**src/rtl/cycle_counter.sv**
```systemverilog
// -----------------------------------------------------------------------------
// cycle_counter
//
// Purpose:
//   Accumulates single-cycle increment pulses into a packed-BCD count during a
//   measurement window. start_i opens the window and stop_i closes it. On close
//   the final count is latched into result_o and valid_o strobes for one cycle.
//   overflow_o is sticky and records an increment taken at full scale
//   (all digits 9).
//
// Configuration:
//   CYCLE_COUNTER_SATURATE_EN - when defined, a full-scale increment holds the
//                               count at all-9s. When undefined (the default),
//                               the count wraps to zero. Both builds set
//                               overflow_o.
//
// Parameters:
//   DIGITS       number of BCD digits (full scale is 10^DIGITS - 1)
//
// Ports:
//   clk_i        in   1         sole clock, rising edge
//   rst_i        in   1         synchronous active-high reset
//   start_i      in   1         open or restart a window
//   stop_i       in   1         close the window and latch the result
//   increment_i  in   1         adds one to the count while counting
//   count_o      out  4*DIGITS  running BCD count, digit 0 in bits [3:0]
//   result_o     out  4*DIGITS  BCD count latched at the last stop
//   valid_o      out  1         one-cycle strobe when result_o updates
//   overflow_o   out  1         sticky full-scale overflow flag
//   busy_o       out  1         high while a window is open
// -----------------------------------------------------------------------------
module cycle_counter #(
    parameter int DIGITS = 3
) (
    input  logic                  clk_i,
    input  logic                  rst_i,
    input  logic                  start_i,
    input  logic                  stop_i,
    input  logic                  increment_i,
    output logic [4*DIGITS-1:0]   count_o,
    output logic [4*DIGITS-1:0]   result_o,
    output logic                  valid_o,
    output logic                  overflow_o,
    output logic                  busy_o
);

    localparam int W = 4 * DIGITS;

    typedef enum logic [1:0] {
        IDLE     = 2'd0,
        COUNTING = 2'd1,
        DONE     = 2'd2
    } state_t;

    state_t         state;
    logic [W-1:0]   count_plus1;
    logic [W-1:0]   inc_value;
    logic           at_full;

    // Ripple-carry BCD increment. A digit at 9 rolls to 0 and passes the carry
    // upward, so the all-9s value naturally wraps to all zeros.
    function automatic logic [W-1:0] bcd_inc(input logic [W-1:0] value);
        logic [W-1:0] res;
        logic         carry;
        res   = value;
        carry = 1'b1;
        for (int i = 0; i < DIGITS; i++) begin
            if (carry) begin
                if (value[4*i +: 4] == 4'd9) begin
                    res[4*i +: 4] = 4'd0;
                end else begin
                    res[4*i +: 4] = value[4*i +: 4] + 4'd1;
                    carry         = 1'b0;
                end
            end
        end
        return res;
    endfunction

    function automatic logic is_full(input logic [W-1:0] value);
        logic full;
        full = 1'b1;
        for (int i = 0; i < DIGITS; i++) begin
            if (value[4*i +: 4] != 4'd9) begin
                full = 1'b0;
            end
        end
        return full;
    endfunction

    always_comb begin
        count_plus1 = bcd_inc(count_o);
        at_full     = is_full(count_o);
`ifdef CYCLE_COUNTER_SATURATE_EN
        inc_value   = at_full ? count_o : count_plus1;
`else
        inc_value   = count_plus1;
`endif
    end

    // Window state machine. Inside COUNTING, stop has priority over start, and
    // a restart discards any increment arriving in the same cycle.
    always_ff @(posedge clk_i) begin
        if (rst_i) begin
            state      <= IDLE;
            count_o    <= '0;
            result_o   <= '0;
            valid_o    <= 1'b0;
            overflow_o <= 1'b0;
            busy_o     <= 1'b0;
        end else begin
            valid_o <= 1'b0;
            case (state)
                COUNTING: begin
                    if (stop_i) begin
                        state   <= DONE;
                        busy_o  <= 1'b0;
                        valid_o <= 1'b1;
                        if (increment_i) begin
                            count_o  <= inc_value;
                            result_o <= inc_value;
                            if (at_full) begin
                                overflow_o <= 1'b1;
                            end
                        end else begin
                            result_o <= count_o;
                        end
                    end else if (start_i) begin
                        count_o    <= '0;
                        overflow_o <= 1'b0;
                    end else if (increment_i) begin
                        count_o <= inc_value;
                        if (at_full) begin
                            overflow_o <= 1'b1;
                        end
                    end
                end
                default: begin
                    if (start_i) begin
                        state      <= COUNTING;
                        busy_o     <= 1'b1;
                        count_o    <= '0;
                        overflow_o <= 1'b0;
                    end
                end
            endcase
        end
    end

endmodule

```
**config.mk**
```make
export PLATFORM = sky130hd
export DESIGN_NAME = cycle_counter
export DESIGN_NICKNAME = d
export VERILOG_FILES = /design/src/rtl/cycle_counter.sv
export SDC_FILE = /design/constraint.sdc
export NUM_CORES = 1
export LEC_CHECK = 0
export ABC_CLOCK_PERIOD_IN_PS = 2300
export CORE_MARGIN = 2
export CORE_UTILIZATION = 48
export CTS_CLUSTER_DIAMETER = 60
export CTS_CLUSTER_SIZE = 16
export DETAILED_ROUTE_END_ITERATION = 8
export PLACE_DENSITY_LB_ADDON = 0.2
export REMOVE_ABC_BUFFERS = 1
export SYNTH_ARGS = -nofsm -noshare
export SYNTH_HDL_FRONTEND = slang
export SYNTH_SLANG_ARGS = --single-unit
```
**constraint.sdc**
```tcl
create_clock -name clk_i -period 2.3 [get_ports clk_i]
set_input_delay 0.345 -clock clk_i [delete_from_list [all_inputs] [get_ports clk_i]]
set_output_delay 0.345 -clock clk_i [all_outputs]
set_load 0.05 [all_outputs]
```
**Yosys cells after proc, flatten, opt, wreduce, memory -nomap -nowiden**

Index checks and enable logic that the tools add are counted.

- Bits in registers: 29
- Logic and storage cells: 51
- Input bits: 5
- Output and inout bits: 27

- Reduce and logical (&&, ||, !) cells: 4
- Bitwise logic cells: 1
- $add $sub $neg: 3
- Mux-type cells: 29
- Equality and inequality tests: 8

Operators by type and width:

| operator | count |
|---|---|
| $mux W12 | 5 |
| $mux W4 | 5 |
| $mux W1 | 16 |
| $add A4 B1 Y4 const B | 3 |
| $eq A4 B4 Y1 const B | 3 |
| $ne A4 B4 Y1 const B | 3 |
| $mux W2 | 3 |
| $reduce_and A2 Y1 | 2 |
| $eq A2 B1 Y1 const B | 1 |
| $ne A2 B2 Y1 const B | 1 |
| $reduce_bool A2 Y1 | 1 |
| $reduce_or A2 Y1 | 1 |
| $not A1 Y1 | 1 |

**Depth between registers and ports, before layout**

- Depth in word-level cells: 9
- Mapped depth: 8

**Least setup slack after synthesis**

Ideal clock, no wire load.

- Kind: flip-flop to flip-flop
- From: register count_o[0]
- To: register result_o[7]
- Buffers on the path: 2
- Period minus slack after synthesis: 2.118 ns
- Slack: 0.182 ns
- Arrival time: 1.981 ns
- Setup time: 0.137 ns
- Stages on the path, launching flop included: 8
- Cell sequence: dfxtp_1 -> ha_1 -> and4b_1 -> buf_2 -> buf_2 -> o211ai_1 -> a222oi_1 -> a211oi_1

- Cells in the longest elaborated chain, start to end: 4

Ends and longest elaborated chain:

| element | RTL line | RTL |
|---|---|---|
| from (decl) | 40 | `output logic [4*DIGITS-1:0] count_o,` |
| from (signal assigned) | 120 | `count_o <= inc_value;` |
| from (signal assigned) | 132 | `count_o <= inc_value;` |
| $eq A4 B4 Y1 | 69 | `if (value[4*i +: 4] == 4'd9) begin` |
| $mux W1 | 69 |  |
| $mux W4 | 68 | `if (carry) begin` |
| $mux W12 | 119 | `if (increment_i) begin` |
| to (signal assigned) | 121 | `result_o <= inc_value;` |
| to (signal assigned) | 126 | `result_o <= count_o;` |
| to (decl) | 41 | `output logic [4*DIGITS-1:0] result_o,` |

No other way between the ends.
A chain may end at the register's enable or synchronous reset.

**Worst setup path after layout**

- From: register count_o[4]
- To: output port count_o[4]

No word-level cell between the ends.

==> reports/qor.yml <==
synth:
  yosysWarnings: 0
  syn-mean-instance-area_um2: 8.19
  async_flop_share_pct: 0
  ys_top_cells_by_area: "dfxtp_1, a21oi_1, nor2_1, a211oi_1, o21ai_0"
  yosysTopAreaCell: "dfxtp_1"
  syn_area_mm2: 0.00134
  netlist_instances: 164
  synthFlopType: "dfxtp_1"
  seq_area_frac_synth_pct: 41.8
  yosysTopAreaCellShare_pct: 41.8
  ys_seq_elements: 28
  synth-edff-count: 0
  ys_types: 37
setup_path:
  cp.required_ns: 1.96
  slowest_stage: "clkdlybuf4s50_1"
  cp-end-kind: "output pin"
  cp_data_arrival_time_ns: 1.73
  crit_family: "buffers and inverters"
  crit_chain: "clkdlybuf4s50_1"
  critPathBufInv: 1
  r2r_cells: 6
  cp.depth: 1
  cpPeakStageDelay_ns: 0.87
  crit_fanout: 9
  regToRegSetupSlack_ns: 0.36
  startpoint_type: "flip-flop"
  crit_type: "reg -> out"
clock_tree:
  clock_latency_ns: 0.32
  h-tree-depth: 1
  clk_path_buf_depth: 2
  cts_root_buf: "clkbuf_4"
  post_cts_resize_count: 0
  hold_buffers: 0
  cts_sinks: 28
  path_clk_slew_ns: 0.15
  cts_setup_buffers: 0
  cts_made_buffers: 3
  tritoncts: "yes"
floorplanning:
  die_w_um: 56.9
  die_area_mm2: 0.00324
  num_rows: 19
  initial_core_util_pct: 49.5
  pin_count: 32
  core_area_mm2: 0.00271
  chipHeight_um: 56.9
global_routing:
  grt_pass1_vias: 1225
  grtUsageTotal_pct: 20.3
  antenna_found_initial: 0
  grt_pass1_wl_um: 5270
  grt_overflow: 0
  grt_start_max_net_pins: 17
timing:
  setup_violations: 0
  drv_slew: 0
  tightest_slew_ns: 0.900
  fin_skew_ns: 0.00275
  period_share_pct: 90.2
  fin_setup_tns_ns: 0
  fmax_mhz: 482
  hold_ws_ns: 0.475
  fin_crit_ns: 2.07
  finalHoldViolations: 0
  rsz0062_at_grt: "false"
  relSlewSlack_pct: 39.5
final_layout:
  layout.nets: 206
  antenna_cells: 0
  syn2layout_area_growth_pct: 30.7
  final_area_mm2: 0.00175
  utilization_pct: 64.7
  nFillCells: 267
  drive_above_1_share_pct: 8.08
min_path:
  hp-class: "reg -> reg"
  hold_path_depth: 2
routing:
  drtAntennaViolNets: 0
  drc: 0
  wl_per_cell_um: 13.5
  drtIter0Drc: 36
  via_per_inst: 5.76
  wl_um: 3100
  vias: 1319
  first_pass_iters: 4
outcome:
  status: "complete, no violations"
place:
  gp_congestion: 0.849
  dpl_cell_area_mm2: 0.00172
  port_buffers: 31
  dp_hpwl_um: 2290
flow_run:
  maxCapViolations: 0
power:
  peakVddDrop_uv: 362
  powerDensity_mw_per_mm2: 523
  power_uw: 917
  p_leak_uw: 0.000594
-- report_power, final --
group / internal (uW) / total [uW] / switching (uW)
Clock: 96.8 / 243 / 146
Sequential: 501 / 511 / 10.7
Combinational: 58.7 / 162 / 104
-- worst reg2reg max path: stages, from the launching register on --
cell and delay, ns:
dfxtp_1 0.51, ha_1 0.23, and4b_1 0.29, buf_4 0.17, o211ai_1 0.09, a222oi_1 0.42, a211oi_1 0.13
-- routing by layer --
metal / GRT usage, % / vias to the layer above / wire length [um]
met4: 5.98 / 0 / 18
li1: - / 661 / -
met3: 2.76 / 2 / 143
met5: 0 / - / 0
met2: 35.1 / 31 / 1550
met1: 26.0 / 625 / 1390
-- logic make-up (layout without fill, tap and decap cells) --
logic type | Yosys count | in the layout | share of synthesized area [%]
fa+ha+maj | 2 | 2 | 1.86
xor+xnor | 5 | 5 | 3.26
buf+inv | 17 | 51 | 5.31
compound gates | 47 | 47 | 22.0
simple gates | 64 | 64 | 25.1
mux | 1 | 1 | 0.746
flops | 28 | 28 | 41.8
-- cells in the mapped netlist, drive strengths merged, types with 2 or more instances --
cell and number:
nand3b 2, buf 7, a211oi 8, a21oi 18
dfxtp 28, nor2 18, nand4b 2, nand2b 2
o21ai 9, a311oi 2, and4b 2, nand2 12
nor3 7, xnor2 4, nor2b 3, nand3 3
or4 2, inv 6, nand4 3, ha 2
or3 5, clkbuf 4, a22oi 2
-- cell usage in the layout, fill, tap and decap left out --
| cell | Yosys | layout |
|---|---|---|
| or4_1 | 2 | 2 |
| a211oi_1 | 8 | 8 |
| buf_4 | 0 | 10 |
| and2_1 | 1 | 1 |
| nand3_1 | 3 | 3 |
| a21oi_1 | 18 | 18 |
| o21ai_0 | 9 | 9 |
| or3_1 | 5 | 5 |
| clkbuf_8 | 0 | 1 |
| nand4_1 | 3 | 3 |
| xor2_1 | 1 | 1 |
| a21boi_0 | 1 | 1 |
| o22ai_1 | 1 | 1 |
| clkbuf_4 | 0 | 3 |
| and4bb_2 | 1 | 1 |
| a222oi_1 | 1 | 1 |
| clkdlybuf4s50_1 | 0 | 31 |
| o2111ai_1 | 1 | 1 |
| nand2b_1 | 2 | 2 |
| ha_1 | 2 | 2 |
| nor2b_1 | 3 | 3 |
| a22oi_1 | 2 | 2 |
| o2bb2a_1 | 1 | 1 |
| a21bo_2 | 1 | 1 |
| o211ai_1 | 1 | 1 |
| and4b_1 | 2 | 2 |
| nand2_1 | 12 | 12 |
| xnor2_1 | 4 | 4 |
| nor3_1 | 7 | 7 |
| a21o_1 | 1 | 1 |
| a311oi_1 | 2 | 2 |
| and3_1 | 1 | 1 |
| mux2i_1 | 1 | 1 |
| dfxtp_1 | 28 | 28 |
| nor2_1 | 18 | 18 |
| nand4b_1 | 2 | 2 |
| inv_1 | 6 | 6 |
| nand3b_1 | 2 | 2 |
-- registers in the layout, indices dropped and copies added, names as in the netlist --
name,count
state,2
overflow_o,1
count_o,12
result_o,12
valid_o,1
-- metrics by stage --
stage          cells  setup WS, ns
3_5_place_dp     225         0.231
3_3_place_gp     225         0.212
5_1_grt          229         0.168
4_1_cts          229         0.219
2_1_floorplan    153        0.0517
6_report         229         0.225
-- final timing paths --
check               from          end
min reg2reg  result_o[1]  result_o[1]
max           count_o[4]   count_o[4]
max reg2reg   count_o[0]  result_o[7]
min          result_o[1]  result_o[1]
-- final cells by class --
class                           instances  area, um^2  share of cell area (%)
Multi-Input combinational cell        119         711                    40.5
Sequential cell                        28         561                    32.0
Timing Repair Buffer                   41         385                    22.0
Tap cell                               31        38.8                    2.21
Clock buffer                            4        36.3                    2.07
Inverter                                6        22.5                    1.28
Power figures use the tool's default switching activity.
